**config.mk**
```make
export PLATFORM = sky130hd
export DESIGN_NAME = pe_mac_pool
export DESIGN_NICKNAME = d
export VERILOG_FILES = /design/src/rtl/pe_pkg.sv /design/src/rtl/pe_local_store.sv /design/src/rtl/pe_mac_pool.sv
export SDC_FILE = /design/constraint.sdc
export NUM_CORES = 2
export LEC_CHECK = 0
export CAP_MARGIN = 20
export CORE_UTILIZATION = 45
export CTS_CLUSTER_DIAMETER = 40
export CTS_CLUSTER_SIZE = 20
export DETAILED_ROUTE_END_ITERATION = 16
export GPL_TIMING_DRIVEN = 1
export SYNTH_ARGS = -nofsm -noshare
export SYNTH_HDL_FRONTEND = slang
export SYNTH_SLANG_ARGS = --single-unit
```
**constraint.sdc**
```tcl
create_clock -name CLK -period 7.8 [get_ports CLK]
set_clock_uncertainty 0.2 [all_clocks]
set_input_delay 1.17 -clock CLK [delete_from_list [all_inputs] [get_ports CLK]]
set_output_delay 1.17 -clock CLK [all_outputs]
set_load 0.005 [all_outputs]
```
**src/rtl/pe_pkg.sv**
```systemverilog
// -----------------------------------------------------------------------------
// pe_pkg
// Shared definitions for the pe_mac_pool processing element:
//   - operating-mode encodings carried on the mode command field
//   - FSM state enumeration for the run sequencer
//   - default accumulator width with its signed range limits
//   - sat_add: signed add clamped to a caller-supplied accumulator width
// -----------------------------------------------------------------------------
package pe_pkg;

  localparam logic [1:0] MODE_MAC     = 2'b00;
  localparam logic [1:0] MODE_MAXPOOL = 2'b01;
  localparam logic [1:0] MODE_SUMPOOL = 2'b10;

  typedef enum logic [1:0] {
    S_IDLE  = 2'd0,
    S_RUN   = 2'd1,
    S_DRAIN = 2'd2,
    S_DONE  = 2'd3
  } state_t;

  localparam int ACC_W = 40;
  localparam logic signed [63:0] ACC_MAX = (64'sd1 <<< (ACC_W - 1)) - 64'sd1;
  localparam logic signed [63:0] ACC_MIN = -(64'sd1 <<< (ACC_W - 1));

  // Operands are sign-extended 64-bit views of w-bit values (w <= 63).
  // The sum is formed one bit wider so it can never wrap before the clamp.
  function automatic logic signed [63:0] sat_add(
    input logic signed [63:0] a,
    input logic signed [63:0] b,
    input int unsigned        w
  );
    logic signed [64:0] sum;
    logic signed [64:0] hi;
    logic signed [64:0] lo;
    sum = 65'(a) + 65'(b);
    hi  = (65'sd1 <<< (w - 1)) - 65'sd1;
    lo  = -(65'sd1 <<< (w - 1));
    if (sum > hi) begin
      sum = hi;
    end else if (sum < lo) begin
      sum = lo;
    end
    return 64'(sum);
  endfunction

endpackage

```
**src/rtl/pe_local_store.sv**
```systemverilog
// -----------------------------------------------------------------------------
// pe_local_store
// 2^A x W single-port-write / single-port-read local store.
// Synchronous write, synchronous read with one cycle of latency. A read and a
// write to the same address in one cycle return the previous contents.
// Contents have no reset.
// Ports:
//   CLK    in  1  clock
//   we     in  1  write enable
//   waddr  in  A  write address
//   wdata  in  W  write data
//   raddr  in  A  read address (sampled every cycle)
//   rdata  out W  registered read data
// -----------------------------------------------------------------------------
module pe_local_store
  import pe_pkg::*;
#(
  parameter int W = 16,
  parameter int A = 7
) (
  input  logic         CLK,
  input  logic         we,
  input  logic [A-1:0] waddr,
  input  logic [W-1:0] wdata,
  input  logic [A-1:0] raddr,
  output logic [W-1:0] rdata
);

  logic [W-1:0] mem [2**A];

  always_ff @(posedge CLK) begin
    if (we) begin
      mem[waddr] <= wdata;
    end
    rdata <= mem[raddr];
  end

endmodule

```
**src/rtl/pe_mac_pool.sv**
```systemverilog
// -----------------------------------------------------------------------------
// pe_mac_pool
// CNN-array processing element. Owns a kernel store and a neuron store, walks
// both from programmable base addresses (wrapping modulo 2^A) and folds N terms
// into a saturating ACC_W-bit accumulator in one of three modes:
//   MAC      acc = sat(acc + k*n), seeded with acc_in
//   max-pool acc = max(acc, n),     seeded with the most-negative value
//   sum-pool acc = sat(acc + n),    seeded with acc_in
// The result is offered on a valid/ready handshake; out_valid rises N+3 clock
// edges after the edge that accepted start.
// Ports:
//   CLK, RST_N                     clock, asynchronous active-low reset
//   kernel_we/waddr/wdata          kernel store write port
//   neuron_we/waddr/wdata          neuron store write port
//   start                          command strobe, honoured only when idle
//   mode, base_k, base_n, len      command fields latched with start
//   acc_in                         upstream partial sum latched with start
//   busy                           command in flight until result taken
//   out_valid, out_ready, out_data result handshake
// -----------------------------------------------------------------------------
module pe_mac_pool #(
  parameter int W     = 16,
  parameter int A     = 7,
  parameter int ACC_W = 40
) (
  input  logic                    CLK,
  input  logic                    RST_N,
  input  logic                    kernel_we,
  input  logic [A-1:0]            kernel_waddr,
  input  logic [W-1:0]            kernel_wdata,
  input  logic                    neuron_we,
  input  logic [A-1:0]            neuron_waddr,
  input  logic [W-1:0]            neuron_wdata,
  input  logic                    start,
  input  logic [1:0]              mode,
  input  logic [A-1:0]            base_k,
  input  logic [A-1:0]            base_n,
  input  logic [A:0]              len,
  input  logic signed [ACC_W-1:0] acc_in,
  output logic                    busy,
  output logic                    out_valid,
  input  logic                    out_ready,
  output logic signed [ACC_W-1:0] out_data
);

  import pe_pkg::*;

  localparam logic signed [ACC_W-1:0] ACC_NEG = {1'b1, {(ACC_W-1){1'b0}}};

  function automatic logic signed [2*W-1:0] term_of(
    input logic [1:0]          m,
    input logic signed [W-1:0] k,
    input logic signed [W-1:0] n
  );
    if (m == MODE_MAXPOOL || m == MODE_SUMPOOL) begin
      return (2*W)'(n);
    end
    return (2*W)'(k) * (2*W)'(n);
  endfunction

  function automatic logic signed [ACC_W-1:0] acc_step(
    input logic [1:0]              m,
    input logic signed [ACC_W-1:0] a,
    input logic signed [2*W-1:0]   t
  );
    logic signed [ACC_W-1:0] t_ext;
    t_ext = ACC_W'(t);
    if (m == MODE_MAXPOOL) begin
      return (t_ext > a) ? t_ext : a;
    end
    return ACC_W'(sat_add(64'(a), 64'(t_ext), ACC_W));
  endfunction

  state_t                  state;
  state_t                  state_nxt;
  logic [1:0]              mode_q;
  logic [A-1:0]            base_k_q;
  logic [A-1:0]            base_n_q;
  logic [A:0]              len_q;
  logic [A:0]              cnt;
  logic                    accept;
  logic                    last_issue;
  logic                    drain_seen;

  logic                    vld_p0;
  logic [A-1:0]            raddr_k_p0;
  logic [A-1:0]            raddr_n_p0;
  logic                    vld_p1;
  logic [W-1:0]            kdata_p1;
  logic [W-1:0]            ndata_p1;
  logic                    vld_p2;
  logic signed [2*W-1:0]   prod_p2;
  logic signed [ACC_W-1:0] acc;

  assign accept     = (state == S_IDLE) && start;
  assign last_issue = (len_q == '0) || (cnt == len_q - (A+1)'(1));
  assign busy       = (state != S_IDLE);
  assign out_valid  = (state == S_DONE);

  always_comb begin
    state_nxt = state;
    case (state)
      S_IDLE:  if (start) state_nxt = S_RUN;
      S_RUN:   if (last_issue) state_nxt = S_DRAIN;
      // The extra DRAIN cycle keeps N=0 on the same N+3 schedule as N>0.
      S_DRAIN: if (drain_seen && !vld_p1 && !vld_p2) state_nxt = S_DONE;
      S_DONE:  if (out_ready) state_nxt = S_IDLE;
      default: state_nxt = S_IDLE;
    endcase
  end

  // Stage p0: address issue
  assign vld_p0     = (state == S_RUN) && (cnt != len_q);
  assign raddr_k_p0 = base_k_q + cnt[A-1:0];
  assign raddr_n_p0 = base_n_q + cnt[A-1:0];

  // Stage p1: store read
  pe_local_store #(.W(W), .A(A)) u_kernel_store (
    .CLK   (CLK),
    .we    (kernel_we),
    .waddr (kernel_waddr),
    .wdata (kernel_wdata),
    .raddr (raddr_k_p0),
    .rdata (kdata_p1)
  );

  pe_local_store #(.W(W), .A(A)) u_neuron_store (
    .CLK   (CLK),
    .we    (neuron_we),
    .waddr (neuron_waddr),
    .wdata (neuron_wdata),
    .raddr (raddr_n_p0),
    .rdata (ndata_p1)
  );

  // Stage p2: product register
  always_ff @(posedge CLK) begin
    if (accept) begin
      mode_q   <= mode;
      base_k_q <= base_k;
      base_n_q <= base_n;
      len_q    <= len;
    end
    prod_p2 <= term_of(mode_q, kdata_p1, ndata_p1);
  end

  // Stage p3: accumulate, result capture
  always_ff @(posedge CLK or negedge RST_N) begin
    if (!RST_N) begin
      state      <= S_IDLE;
      cnt        <= '0;
      vld_p1     <= 1'b0;
      vld_p2     <= 1'b0;
      drain_seen <= 1'b0;
      acc        <= '0;
      out_data   <= '0;
    end else begin
      state      <= state_nxt;
      vld_p1     <= vld_p0;
      vld_p2     <= vld_p1;
      drain_seen <= (state == S_DRAIN);
      if (accept) begin
        cnt <= '0;
      end else if (vld_p0) begin
        cnt <= cnt + (A+1)'(1);
      end
      if (accept) begin
        acc <= (mode == MODE_MAXPOOL) ? ACC_NEG : acc_in;
      end else if (vld_p2) begin
        acc <= acc_step(mode_q, acc, prod_p2);
      end
      if (state == S_DRAIN && state_nxt == S_DONE) begin
        out_data <= acc;
      end
    end
  end

endmodule

```
==> impl_metrics.ini <==
[run_status]
status = completed

[cts]
cts_buffers = 527
h-tree-depth = 6
cts.sinks = 4277
cts-root-buf = clkbuf_16
cts_buffer_depth = 4
cts_tree = yes
clk_latency_ns = 1.02
cts_resized = 0
clk_pin_slew_worst_paths_ns = 0.05

[yosys]
synth_flop_cell = edfxtp_1
syn_nets = 9122
yosys_warnings = 0
synth-seq-cells = 4277
ys_types = 93
syn_area_per_cell_um2 = 20.7
async_flop_share = 0.0217
seq_area_frac_synth = 0.719
synth_edf_count = 4120
synth_cells = 8563
synthesis.area_um2 = 177000

[place]
gp_congestion = 0.889
dp_hpwl_um = 263000
portBuffers = 157
placed_cells = 13900

[route]
ant_nets = 0
drtPass1Iterations = 6
wl_per_cell_um = 28.5
via_count = 86800
first_iter_violations = 9204
drcViolationCount = 0
via_per_inst = 5.83
wl_um = 424000

[global_routing]
grt_antenna_before_repair = 29
grt_start_max_net_pins = 142
gr-total-overflow = 0
grt_usage = 0.213
grt_pass1_wl_um = 623000
grt_pass1_vias = 89300

[timing]
slew_violations = 0
setup_viol = 0
slew_headroom = 0.252
finalSetupTns_ns = 0
fmax_mhz = 138
rsz0062_at_grt = no
hold_viol = 0
tightest_slew_ns = 1.11
layout_min_cycle_time_ns = 7.26
hold_slack_ns = 0.179
fin_crit_sh = 0.930

[worst_setup_path]
end_kind = flip-flop
path_class = reg -> reg
critPathMaxStageDelay_ns = 0.80
cp.required_ns = 8.49
worst_path_max_delay_cell = dfxtp_1
path_cells = nand2_1 > fa_1 > inv_1 > fa_1 > buf_4 > fa_1 > fa_1 > fa_1 > inv_1 > fa_1 > inv_1 > ha_1 > a21o_1 > a211o_1 > a221o_1 > a31oi_1 > o31ai_1 > a211oi_1 > o21ai_0 > a31oi_1 > xnor2_1 > a21o_1
cp_max_fo = 17
cpMostUsedCell = fa_1
startpoint_type = flip-flop
critPathArrivalTime_ns = 7.94

[cells_and_area]
final_common_cell = edfxtp_1
final_cell_mix = 4,120 x edfxtp_1, 1,280 x mux4_2, 541 x clkbuf_16
syn2layout_area_growth_pct = 15.9
fillers = 30200
drive_gt1_frac = 0.281
fin_nets = 9788
fin_util = 0.524
final_cells = 14900

[floorplan]
die_height_um = 629
dieArea_um2 = 396000
fp.coreArea_um2 = 392000
ioPinCount = 158
start_util = 0.452
rows = 230
die_x_um = 629

[hold_path]
hp-class = reg -> reg

[job]
cap_violations = 0
## metrics by stage
step                setup WS [ns]  instance area (um2)
floorplan                    1.07               177000
global placement            0.575               187000
detailed placement          0.548               187000
CTS                         0.525               205000
global route                0.119               205000
finish                      0.544               205000
## what timing repair did
| item | in CTS | in global routing |
|---|---|---|
| hold buffers | 1 | 0 |
| endpoints found under the hold margin | 19 | 0 |
| buffers inserted | 0 | 0 |
## critical path: cells and delay by family, from the launching register on
kind,cells,cell delay (ns)
fa+ha+maj,7,3.37
compound gates,9,2.06
flops,1,0.80
buf+inv,4,0.34
simple gates,1,0.27
xor+xnor,1,0.08
## per-layer routing
metal  vias up  wire length [um]  GRT usage
met5         -                57          0
li1      36200                 -          -
met2      3162            197000      0.325
met1     46900            188000      0.321
met4         8              9400     0.0512
met3       585             30100     0.0380
## state kept, by name, indices dropped and copies added (netlist names)
| register | flops |
|---|---|
| acc | 40 |
| len_q | 8 |
| u_neuron_store.rdata | 16 |
| drain_seen | 1 |
| base_k_q | 7 |
| base_n_q | 7 |
| u_neuron_store.mem | 2048 |
| vld_p2 | 1 |
| vld_p1 | 1 |
| u_kernel_store.mem | 2048 |
| cnt | 8 |
| u_kernel_store.rdata | 16 |
| state | 2 |
| out_data | 40 |
| mode_q | 2 |
| prod_p2 | 32 |
## layout make-up
type	count	area (um2)	area share
diodes	10	25.0	0.000122
clock buffers	588	13800	0.0670
clock inverters	365	4410	0.0215
inverters	380	1430	0.00694
multi-input cells	3484	47000	0.229
flip-flops and latches	4277	127000	0.620
well taps	5220	6530	0.0318
repair buffers	559	4950	0.0241
## cells by family (layout without fill, tap and decap cells)
kind of cell,after synthesis,count (layout),share of synthesized area
DFF,4277,4277,0.719
other,0,10,0
xor gates and xnor gates,99,99,0.00489
and+or+nand+nor,982,982,0.0251
AOI/OAI and AO/OA,536,536,0.0201
buffers and inverters,802,1892,0.0172
adders and majority gates,444,444,0.0426
muxes,1423,1423,0.171
## path summary, 6_finish.rpt
kind | from | depth (start not counted) | to | slack [ns]
max | u_neuron_store.rdata[4]$_DFF_P_ | 22 | prod_p2[31]$_DFF_P_ | 0.54
min | vld_p1$_DFF_PN0_ | 0 | vld_p2$_DFF_PN0_ | 0.18
max in group asynchronous | RST_N | 3 | acc[33]$_DFFE_PN0P_ | 5.70
max reg2reg | u_neuron_store.rdata[4]$_DFF_P_ | 22 | prod_p2[31]$_DFF_P_ | 0.54
min in group asynchronous | RST_N | 2 | out_data[35]$_DFFE_PN0P_ | 0.54
min reg2reg | vld_p1$_DFF_PN0_ | 0 | vld_p2$_DFF_PN0_ | 0.18
## cells in the mapped netlist, types with 10 or more instances
cell type	n	area (um2)
edfxtp_1	4120	124000
mux4_2	1280	28800
inv_1	379	1420
nor2_1	351	1320
nand2_1	309	1160
clkbuf_1	295	1110
fa_1	265	5310
ha_1	178	2230
o21ai_0	158	791
and2_1	127	795
a21oi_1	123	616
buf_1	116	435
dfrtp_1	93	2330
mux2_2	77	867
xnor2_1	75	657
mux2i_1	66	661
dfxtp_1	64	1280
nand3_1	42	210
o211ai_1	41	308
a21o_1	31	233
nand2b_1	31	194
nor3_1	29	145
nor2b_1	26	163
xor2_1	24	210
nand4_1	17	106
o21bai_1	16	120
a221o_1	14	140
a22oi_1	13	97.6
o22ai_1	13	81.3
o31ai_1	13	97.6
a22o_1	11	96.3
or3_1	10	62.6
Power is not shown: default switching activity piles up to over one toggle a cycle in this logic, so the estimate is an artifact.
